==> src/rtl/tank_input_ctrl_pkg.sv <==
// Shared codes, key slots and bundle types
// for the tank game keyboard front end.
package tank_input_ctrl_pkg;

  localparam logic [2:0] DIR_UP    = 3'd0;
  localparam logic [2:0] DIR_DOWN  = 3'd1;
  localparam logic [2:0] DIR_LEFT  = 3'd2;
  localparam logic [2:0] DIR_RIGHT = 3'd3;

  localparam logic [7:0] SC_EXT = 8'hE0;
  localparam logic [7:0] SC_BRK = 8'hF0;

  localparam int KEY_UP    = 0;
  localparam int KEY_DOWN  = 1;
  localparam int KEY_LEFT  = 2;
  localparam int KEY_RIGHT = 3;
  localparam int KEY_FIRE  = 4;
  localparam int NUM_KEYS  = 5;
  localparam int KEY_W     = 9;

  typedef enum logic [1:0] {
    PS_IDLE,
    PS_EXT,
    PS_BRK,
    PS_EXT_BRK
  } ps_state_t;

  typedef struct packed {
    logic       valid;
    logic       brk;
    logic [8:0] key;
  } key_evt_t;

  // Priority up > down > left > right
  function automatic logic [2:0] dir_fallback(
    input logic [3:0] h
  );
    if (h[KEY_UP])        return DIR_UP;
    else if (h[KEY_DOWN]) return DIR_DOWN;
    else if (h[KEY_LEFT]) return DIR_LEFT;
    else                  return DIR_RIGHT;
  endfunction

endpackage

==> src/rtl/tank_input_ctrl_if.sv <==
// Scan byte bus from the PS/2 receiver
// into the tank input controller.
interface tank_input_ctrl_if;
  logic [7:0] scan_code;
  logic       scan_valid;

  modport master (
    output scan_code,
    output scan_valid
  );

  modport slave (
    input scan_code,
    input scan_valid
  );
endinterface

==> src/rtl/tank_input_ctrl_parser.sv <==
// PS/2 set-2 byte parser: E0/F0 prefix
// tracking with abandon timeout.
module tank_input_ctrl_parser
  import tank_input_ctrl_pkg::*;
#(
  parameter int PREFIX_TIMEOUT = 200_000
) (
  input  logic       clk,
  input  logic       rst_n,
  input  logic [7:0] scan_code,
  input  logic       scan_valid,
  output key_evt_t   evt
);

  localparam int TW = $clog2(PREFIX_TIMEOUT + 1);

  ps_state_t state_q, state_d;
  logic [TW-1:0] tmo_q;
  logic tmo_hit;
  key_evt_t evt_d;

  assign tmo_hit = (tmo_q == TW'(PREFIX_TIMEOUT - 1));

  always_ff @(posedge clk or negedge rst_n) begin
    if (!rst_n) state_q <= PS_IDLE;
    else        state_q <= state_d;
  end

  always_ff @(posedge clk or negedge rst_n) begin
    if (!rst_n)
      tmo_q <= '0;
    else if (state_q == PS_IDLE || scan_valid)
      tmo_q <= '0;
    else
      tmo_q <= tmo_q + 1'b1;
  end

  always_comb begin
    state_d = state_q;
    if (scan_valid) begin
      unique case (state_q)
        PS_IDLE: begin
          if (scan_code == SC_EXT)
            state_d = PS_EXT;
          else if (scan_code == SC_BRK)
            state_d = PS_BRK;
        end
        PS_EXT: begin
          if (scan_code == SC_BRK)
            state_d = PS_EXT_BRK;
          else
            state_d = PS_IDLE;
        end
        PS_BRK:     state_d = PS_IDLE;
        PS_EXT_BRK: state_d = PS_IDLE;
      endcase
    end else if (state_q != PS_IDLE && tmo_hit) begin
      state_d = PS_IDLE;
    end
  end

  always_comb begin
    evt_d = '0;
    if (scan_valid) begin
      unique case (state_q)
        PS_IDLE: begin
          if (scan_code != SC_EXT &&
              scan_code != SC_BRK)
            evt_d = '{1'b1, 1'b0,
                      {1'b0, scan_code}};
        end
        PS_EXT: begin
          if (scan_code != SC_BRK)
            evt_d = '{1'b1, 1'b0,
                      {1'b1, scan_code}};
        end
        PS_BRK:
          evt_d = '{1'b1, 1'b1,
                    {1'b0, scan_code}};
        PS_EXT_BRK:
          evt_d = '{1'b1, 1'b1,
                    {1'b1, scan_code}};
      endcase
    end
  end

  always_ff @(posedge clk or negedge rst_n) begin
    if (!rst_n) evt <= '0;
    else        evt <= evt_d;
  end

endmodule

==> src/rtl/tank_input_ctrl.sv <==
// Per-player direction arbitration and
// rate-limited auto-fire from key events.
module tank_input_ctrl
  import tank_input_ctrl_pkg::*;
#(
  parameter int NUM_PLAYERS = 2,
  parameter logic [NUM_PLAYERS*45-1:0] KEYMAP = {
    9'h05A, 9'h174, 9'h16B, 9'h172, 9'h175,
    9'h029, 9'h023, 9'h01C, 9'h01B, 9'h01D
  },
  parameter int FIRE_PERIOD    = 25_000_000,
  parameter int PREFIX_TIMEOUT = 200_000
) (
  input  logic                     clk_100mhz,
  input  logic                     RSTN,
  tank_input_ctrl_if.slave         scan,
  output logic [3*NUM_PLAYERS-1:0] direct,
  output logic [NUM_PLAYERS-1:0]   moving,
  output logic [NUM_PLAYERS-1:0]   shoot
);

  localparam int CW = $clog2(FIRE_PERIOD + 1);

  key_evt_t evt;

  tank_input_ctrl_parser #(
    .PREFIX_TIMEOUT(PREFIX_TIMEOUT)
  ) u_parser (
    .clk        (clk_100mhz),
    .rst_n      (RSTN),
    .scan_code  (scan.scan_code),
    .scan_valid (scan.scan_valid),
    .evt        (evt)
  );

  for (genvar p = 0; p < NUM_PLAYERS; p++) begin : g_player
    logic [NUM_KEYS-1:0] held_q, held_d;
    logic [2:0] dir_q, dir_d;
    logic mov_q;
    logic [CW-1:0] cnt_q, cnt_d;
    logic shoot_q, shoot_d;
    logic fire_press, fire_hold;

    always_comb begin
      held_d = held_q;
      dir_d  = dir_q;
      if (evt.valid) begin
        for (int k = 0; k < NUM_KEYS; k++) begin
          if (evt.key ==
              KEYMAP[(p*NUM_KEYS+k)*KEY_W +: KEY_W]) begin
            if (!evt.brk) begin
              if (!held_d[k]) begin
                held_d[k] = 1'b1;
                if (k <= KEY_RIGHT) dir_d = 3'(k);
              end
            end else if (held_d[k]) begin
              held_d[k] = 1'b0;
              if (k <= KEY_RIGHT && dir_d == 3'(k) &&
                  |held_d[KEY_RIGHT:0])
                dir_d = dir_fallback(held_d[KEY_RIGHT:0]);
            end
          end
        end
      end
    end

    assign fire_press = held_d[KEY_FIRE] & ~held_q[KEY_FIRE];
    assign fire_hold  = held_d[KEY_FIRE] &  held_q[KEY_FIRE];

    // Counter always runs down; held key reloads it on expiry
    always_comb begin
      cnt_d   = cnt_q;
      shoot_d = 1'b0;
      if (fire_press) begin
        if (cnt_q == '0) begin
          shoot_d = 1'b1;
          cnt_d   = CW'(FIRE_PERIOD);
        end else begin
          cnt_d = cnt_q - 1'b1;
        end
      end else if (fire_hold) begin
        if (cnt_q <= CW'(1)) begin
          shoot_d = 1'b1;
          cnt_d   = CW'(FIRE_PERIOD);
        end else begin
          cnt_d = cnt_q - 1'b1;
        end
      end else if (cnt_q != '0) begin
        cnt_d = cnt_q - 1'b1;
      end
    end

    always_ff @(posedge clk_100mhz or negedge RSTN) begin
      if (!RSTN) begin
        held_q  <= '0;
        dir_q   <= DIR_UP;
        mov_q   <= 1'b0;
        cnt_q   <= '0;
        shoot_q <= 1'b0;
      end else begin
        held_q  <= held_d;
        dir_q   <= dir_d;
        mov_q   <= |held_d[KEY_RIGHT:0];
        cnt_q   <= cnt_d;
        shoot_q <= shoot_d;
      end
    end

    assign direct[p*3 +: 3] = dir_q;
    assign moving[p]        = mov_q;
    assign shoot[p]         = shoot_q;
  end

endmodule

==> src/flat_wrapper.sv <==
// flat-port wrapper written by rule: the top's interface ports become plain ports
module tank_input_ctrl_flat import tank_input_ctrl_pkg::*;
#(
  parameter int NUM_PLAYERS = 2,
  parameter logic [NUM_PLAYERS*45-1:0] KEYMAP = {
    9'h05A, 9'h174, 9'h16B, 9'h172, 9'h175,
    9'h029, 9'h023, 9'h01C, 9'h01B, 9'h01D
  },
  parameter int FIRE_PERIOD    = 25_000_000,
  parameter int PREFIX_TIMEOUT = 200_000
)
  (clk_100mhz, RSTN, direct, moving, shoot, scan_scan_code, scan_scan_valid);
  tank_input_ctrl_if scan_i ();
  input  logic clk_100mhz;
  input  logic RSTN;
  output logic [3*NUM_PLAYERS-1:0] direct;
  output logic [NUM_PLAYERS-1:0] moving;
  output logic [NUM_PLAYERS-1:0] shoot;
  input wire logic [$bits(scan_i.scan_code)-1:0] scan_scan_code;
  input wire logic [$bits(scan_i.scan_valid)-1:0] scan_scan_valid;
  assign scan_i.scan_code = scan_scan_code;
  assign scan_i.scan_valid = scan_scan_valid;
  tank_input_ctrl #(.NUM_PLAYERS(NUM_PLAYERS), .KEYMAP(KEYMAP), .FIRE_PERIOD(FIRE_PERIOD), .PREFIX_TIMEOUT(PREFIX_TIMEOUT)) u_core (.clk_100mhz(clk_100mhz), .RSTN(RSTN), .scan(scan_i), .direct(direct), .moving(moving), .shoot(shoot));
endmodule
==> config.mk <==
export PLATFORM = sky130hd
export DESIGN_NAME = tank_input_ctrl_flat
export DESIGN_NICKNAME = d
export VERILOG_FILES = /design/src/rtl/tank_input_ctrl_pkg.sv /design/src/rtl/tank_input_ctrl_if.sv /design/src/rtl/tank_input_ctrl_parser.sv /design/src/rtl/tank_input_ctrl.sv /design/src/flat_wrapper.sv
export SDC_FILE = /design/constraint.sdc
export NUM_CORES = 1
export LEC_CHECK = 0
export BUFFER_PORTS_ARGS = -buffer_cell sky130_fd_sc_hd__buf_4
export CAP_MARGIN = 5
export CORE_UTILIZATION = 45
export DETAILED_ROUTE_END_ITERATION = 12
export GPL_TIMING_DRIVEN = 0
export PLACE_DENSITY = 0.57
export SLEW_MARGIN = 0
export SYNTH_ARGS = -nofsm -noshare
export SYNTH_HDL_FRONTEND = slang
export SYNTH_SLANG_ARGS = --single-unit
==> constraint.sdc <==
create_clock -name clk_100mhz -period 3.81 [get_ports clk_100mhz]
set_input_delay 0.1905 -clock clk_100mhz [delete_from_list [all_inputs] [get_ports clk_100mhz]]
set_output_delay 0.1905 -clock clk_100mhz [all_outputs]
set_load 0.1 [all_outputs]
==> results list <==
- Status: finished, final reports clean
- Setup repair after global routing left no endpoint under its margin.
* Vias in the first global route: 4563
- Each instance of the synthesized netlist takes up on average 9.101 um2.
- Yosys printed 0 warnings.
- Yosys instantiated no cell more often than dfrtp_1.
- Counting every net in the synthesized netlist gives 645.
- Share of layout cells above drive strength 1: 0.09731
- Adding up every negative setup slack in the final design gives 0 ns.
* WP data arrival: 3.71 ns
* I/O pin count: 21
- Leakage power: 2.580 nW
- Fraction of the mapped netlist area in simple logic gates: 0.2992
- The number of clock buffers added by TritonCTS is 9.
- Synth cell count leaders: 101 x dfrtp_1, 74 x nor2_1, 47 x nand2_1, 27 x xor2_1
- Measured against its own limit, the worst slew margin works out to 0.2171.
- In this run the horizontal extent of the chip is 114.8 um.
- Max Cap Violations: 0
- Detailed routing inserted a total of 4844 vias.
- Period Utilization, post-route: 0.9011
- For this design the ratio of total power to cell area is 514.4 nW/um2.
- In the global route stage, overall resource usage came out at 0.2193.
* Antenna Nets Post-Route: 0
- The first detailed-routing pass ran for 6 iterations.
- DR iter-0 viols: 331
- Required time worst endpoint: 4.09 ns
* DR DRC count: 0
* Yosys cell types: 71
- Setup violations remaining at the end of the flow were counted as 0.
- Worst Setup Start Kind: flop
* Multiplexer share of the synthesized area: 0.01967
- The synthesized design spends more area on one cell type than any other, namely dfrtp_1.
- The path class of the tightest hold or removal check is in -> reg.
* Sinks on the clock net: 101
- Final min period: 3.433 ns
- TritonCTS clock tree: yes
- HPWL after detailed placement: 9289 um
- The core region is 12210 um2.
* Signed area change from the synthesized netlist to the final layout: 12.22%
- Of the total synthesized cell area, the portion taken by XOR and XNOR cells is 0.06732.
- Post-CTS timing repair inserted 0 buffers for setup.
- Wirelength, routed: 13360 um
* Share of the synthesized area in the top cell type: 0.4415
* Clock Skews: 0.01276 ns
- The number of slew-limit violations in the final report is 0.
* Compound-gate portion of the synthesized area: 0.1213
* Seq cells post-synth: 101
- Global-route wire length before repair: 22710 um
- The worst setup path is of the reg -> reg kind.
- Total congestion overflow after global routing: 0
* CTS Root Buffer Type: clkbuf_16
* Weighted congestion at the end of routability-driven global placement: 0.9137
- Measured along the y axis, the die boundary spans 114.8 um.
* Starting utilization of the core area: 0.4688
- 0 antenna diodes ended up in the layout.
- In this run the worst path has a maximum fanout of 10.
- The synthesized design contains 0 enable-type register cells.
- For this run, the post-layout net count is 679.
- Sequential area share after synthesis: 0.4415
* Number of antenna violations at the first check in global routing: 0
- Transition time at the pin with the least slew margin: 1.164 ns
- Dividing the detail-routed via count by the number of cells gives 5.794.
- The most used flip-flop cell after synthesis is dfrtp_1.
- After detailed routing, the average wire length per cell comes to 15.98 um.
- Pin count of the biggest net entering global routing: 102
* Mapped cell area: 5724 um2
- Final hold vios: 0
- The cell count after synthesis came out at 629.
* Dominant combinational cell family by area after synthesis: simple AND/OR/NAND/NOR gates
* Clock buffer depth: 2
* Async S/R FF share, synth: 1.000
* Post-Place Cell Area: 6085 um2
* Full die area: 13180 um2
* Worst-case register-to-register setup slack: 0.38 ns
- Of the total synthesized cell area, the portion taken by full adders, half adders and majority gates is 0.01093.
* CP Capture Type: flop
- The count of buffers added on input and output ports is 20.
- Maximum frequency from static timing analysis: 291.3 MHz
- CTS clk-pin slew, worst paths: 0.07 ns
- The finished cells cover 6424 um2.
- The worst-case IR drop observed on VDD is 0.3142 mV.
* Biggest area contributors in the synthesized netlist: dfrtp_1 44%, nor2_1 4.9%, xor2_1 4.1%
- Count of H-tree levels built during CTS: 3
- The floorplan has 40 rows.
- Clock latency on the worst-skew pair, taken at its later pin, is 0.35 ns.
cells in the final DEF, fill, tap and decap left out, types with 4 or more instances in the layout:
| cell | synthesis | routed |
|---|---|---|
| dfrtp_1 | 101 | 101 |
| nor2_1 | 74 | 74 |
| nand2_1 | 47 | 47 |
| xor2_1 | 27 | 27 |
| clkbuf_1 | 26 | 26 |
| a21oi_1 | 26 | 26 |
| nand3_1 | 25 | 25 |
| buf_4 | 5 | 24 |
| nor3_1 | 24 | 23 |
| o21ai_0 | 23 | 23 |
| nor4_1 | 20 | 20 |
| inv_1 | 17 | 17 |
| xnor2_1 | 17 | 17 |
| or3_1 | 16 | 16 |
| nand4_1 | 16 | 16 |
| and2_1 | 12 | 12 |
| or4_1 | 12 | 12 |
| and3_1 | 11 | 11 |
| nand2b_1 | 11 | 11 |
| mux2i_1 | 9 | 9 |
| o31ai_1 | 9 | 9 |
| clkbuf_16 | 0 | 9 |
| a31oi_1 | 8 | 8 |
| nor4b_1 | 6 | 6 |
| ha_1 | 5 | 5 |
| nand4b_1 | 4 | 4 |
| o2111ai_1 | 4 | 4 |
cell type report:
type | instances | area, um2
Sequential cell | 101 | 2527
Clock buffer | 9 | 225.2
Fill cell | 1190 | 5788
Tap cell | 168 | 210.2
Inverter | 18 | 67.56
Buffer | 34 | 161.4
Timing Repair Buffer | 23 | 196.4
Clock inverter | 7 | 56.30
Multi-Input combinational cell | 476 | 2979
routing by layer:
metal,vias to the layer above,share of wire,global-route usage
li1,2350,-,-
met1,2349,0.48,0.3008
met2,120,0.46,0.3451
met3,25,0.039,0.04533
met4,0,0.018,0.07965
met5,-,0,0
flip-flops by register name, indices dropped and copies added (netlist names):
signal / flops
u_core.g_player.shoot_q: 2
u_core.u_parser.tmo_q: 18
u_core.u_parser.state_q: 2
u_core.u_parser.evt: 11
u_core.g_player.mov_q: 2
u_core.g_player.dir_q: 6
u_core.g_player.held_q: 10
u_core.g_player.cnt_q: 50
report_power, final:
part | switching, mW | total, mW | internal, mW
clock network | 0.430 | 0.884 | 0.454
logic | 0.455 | 0.802 | 0.347
registers | 0.278 | 1.62 | 1.34
per-stage QoR:
| step | hold slack [ns] | cells | power [mW] | util | setup slack [ns] |
|---|---|---|---|---|---|
| global route | 0.03247 | 836 | 3.538 | 0.5260 | 0.07826 |
| CTS | 0.02796 | 833 | 3.336 | 0.5213 | 0.1291 |
| global placement | 0.4127 | 817 | 2.397 | 0.4983 | 0.2001 |
| finish | 0.04500 | 836 | 3.304 | 0.5260 | 0.3768 |
| detailed placement | 0.4096 | 817 | 2.429 | 0.4983 | 0.1584 |
| floorplan | -0.1051 | 629 | 2.199 | - | 0.7412 |
cell families (layout without fill, tap and decap cells):
family                   after synthesis  count (layout)
AO/OA/AOI/OAI                        105             105
buffers and inverters                 52              91
flip-flops                           101             101
adder cells (fa/ha/maj)                5               5
XOR/XNOR                              44              44
multiplexers                          11              11
AND/OR/NAND/NOR                      311             311
worst paths after layout:
check,startpoint,end,depth (start not counted)
max,u_core.u_parser.evt[10]$_DFF_PN0_,u_core.g_player[1].cnt_q[12]$_DFFE_PN0P_,9
max reg2reg,u_core.u_parser.evt[10]$_DFF_PN0_,u_core.g_player[1].cnt_q[12]$_DFFE_PN0P_,9
min reg2reg,u_core.g_player[1].cnt_q[6]$_DFFE_PN0P_,u_core.g_player[1].cnt_q[6]$_DFFE_PN0P_,1
max in group asynchronous,RSTN,u_core.g_player[1].mov_q$_DFF_PN0_,3
min in group asynchronous,RSTN,u_core.g_player[1].dir_q[0]$_DFFE_PN0P_,2
min,scan_scan_code[4],u_core.u_parser.evt[8]$_DFF_PN0_,2
repair_timing:
action,in CTS,in global routing
setup endpoints to repair,0,28
endpoints found under the hold margin,0,101
resized for setup,0,2
hold buffers,0,1
worst max-delay path: stages (launching register included):
cell and delay, ns:
dfrtp_1 0.32, clkbuf_1 0.42, nor4bb_2 0.60, nand3_1 0.17
mux2i_1 0.36, nand4_1 0.14, a211oi_1 0.69, clkbuf_1 0.45
nor2_1 0.08, mux2i_1 0.13
Note: power is estimated with default switching activity, not from simulation.
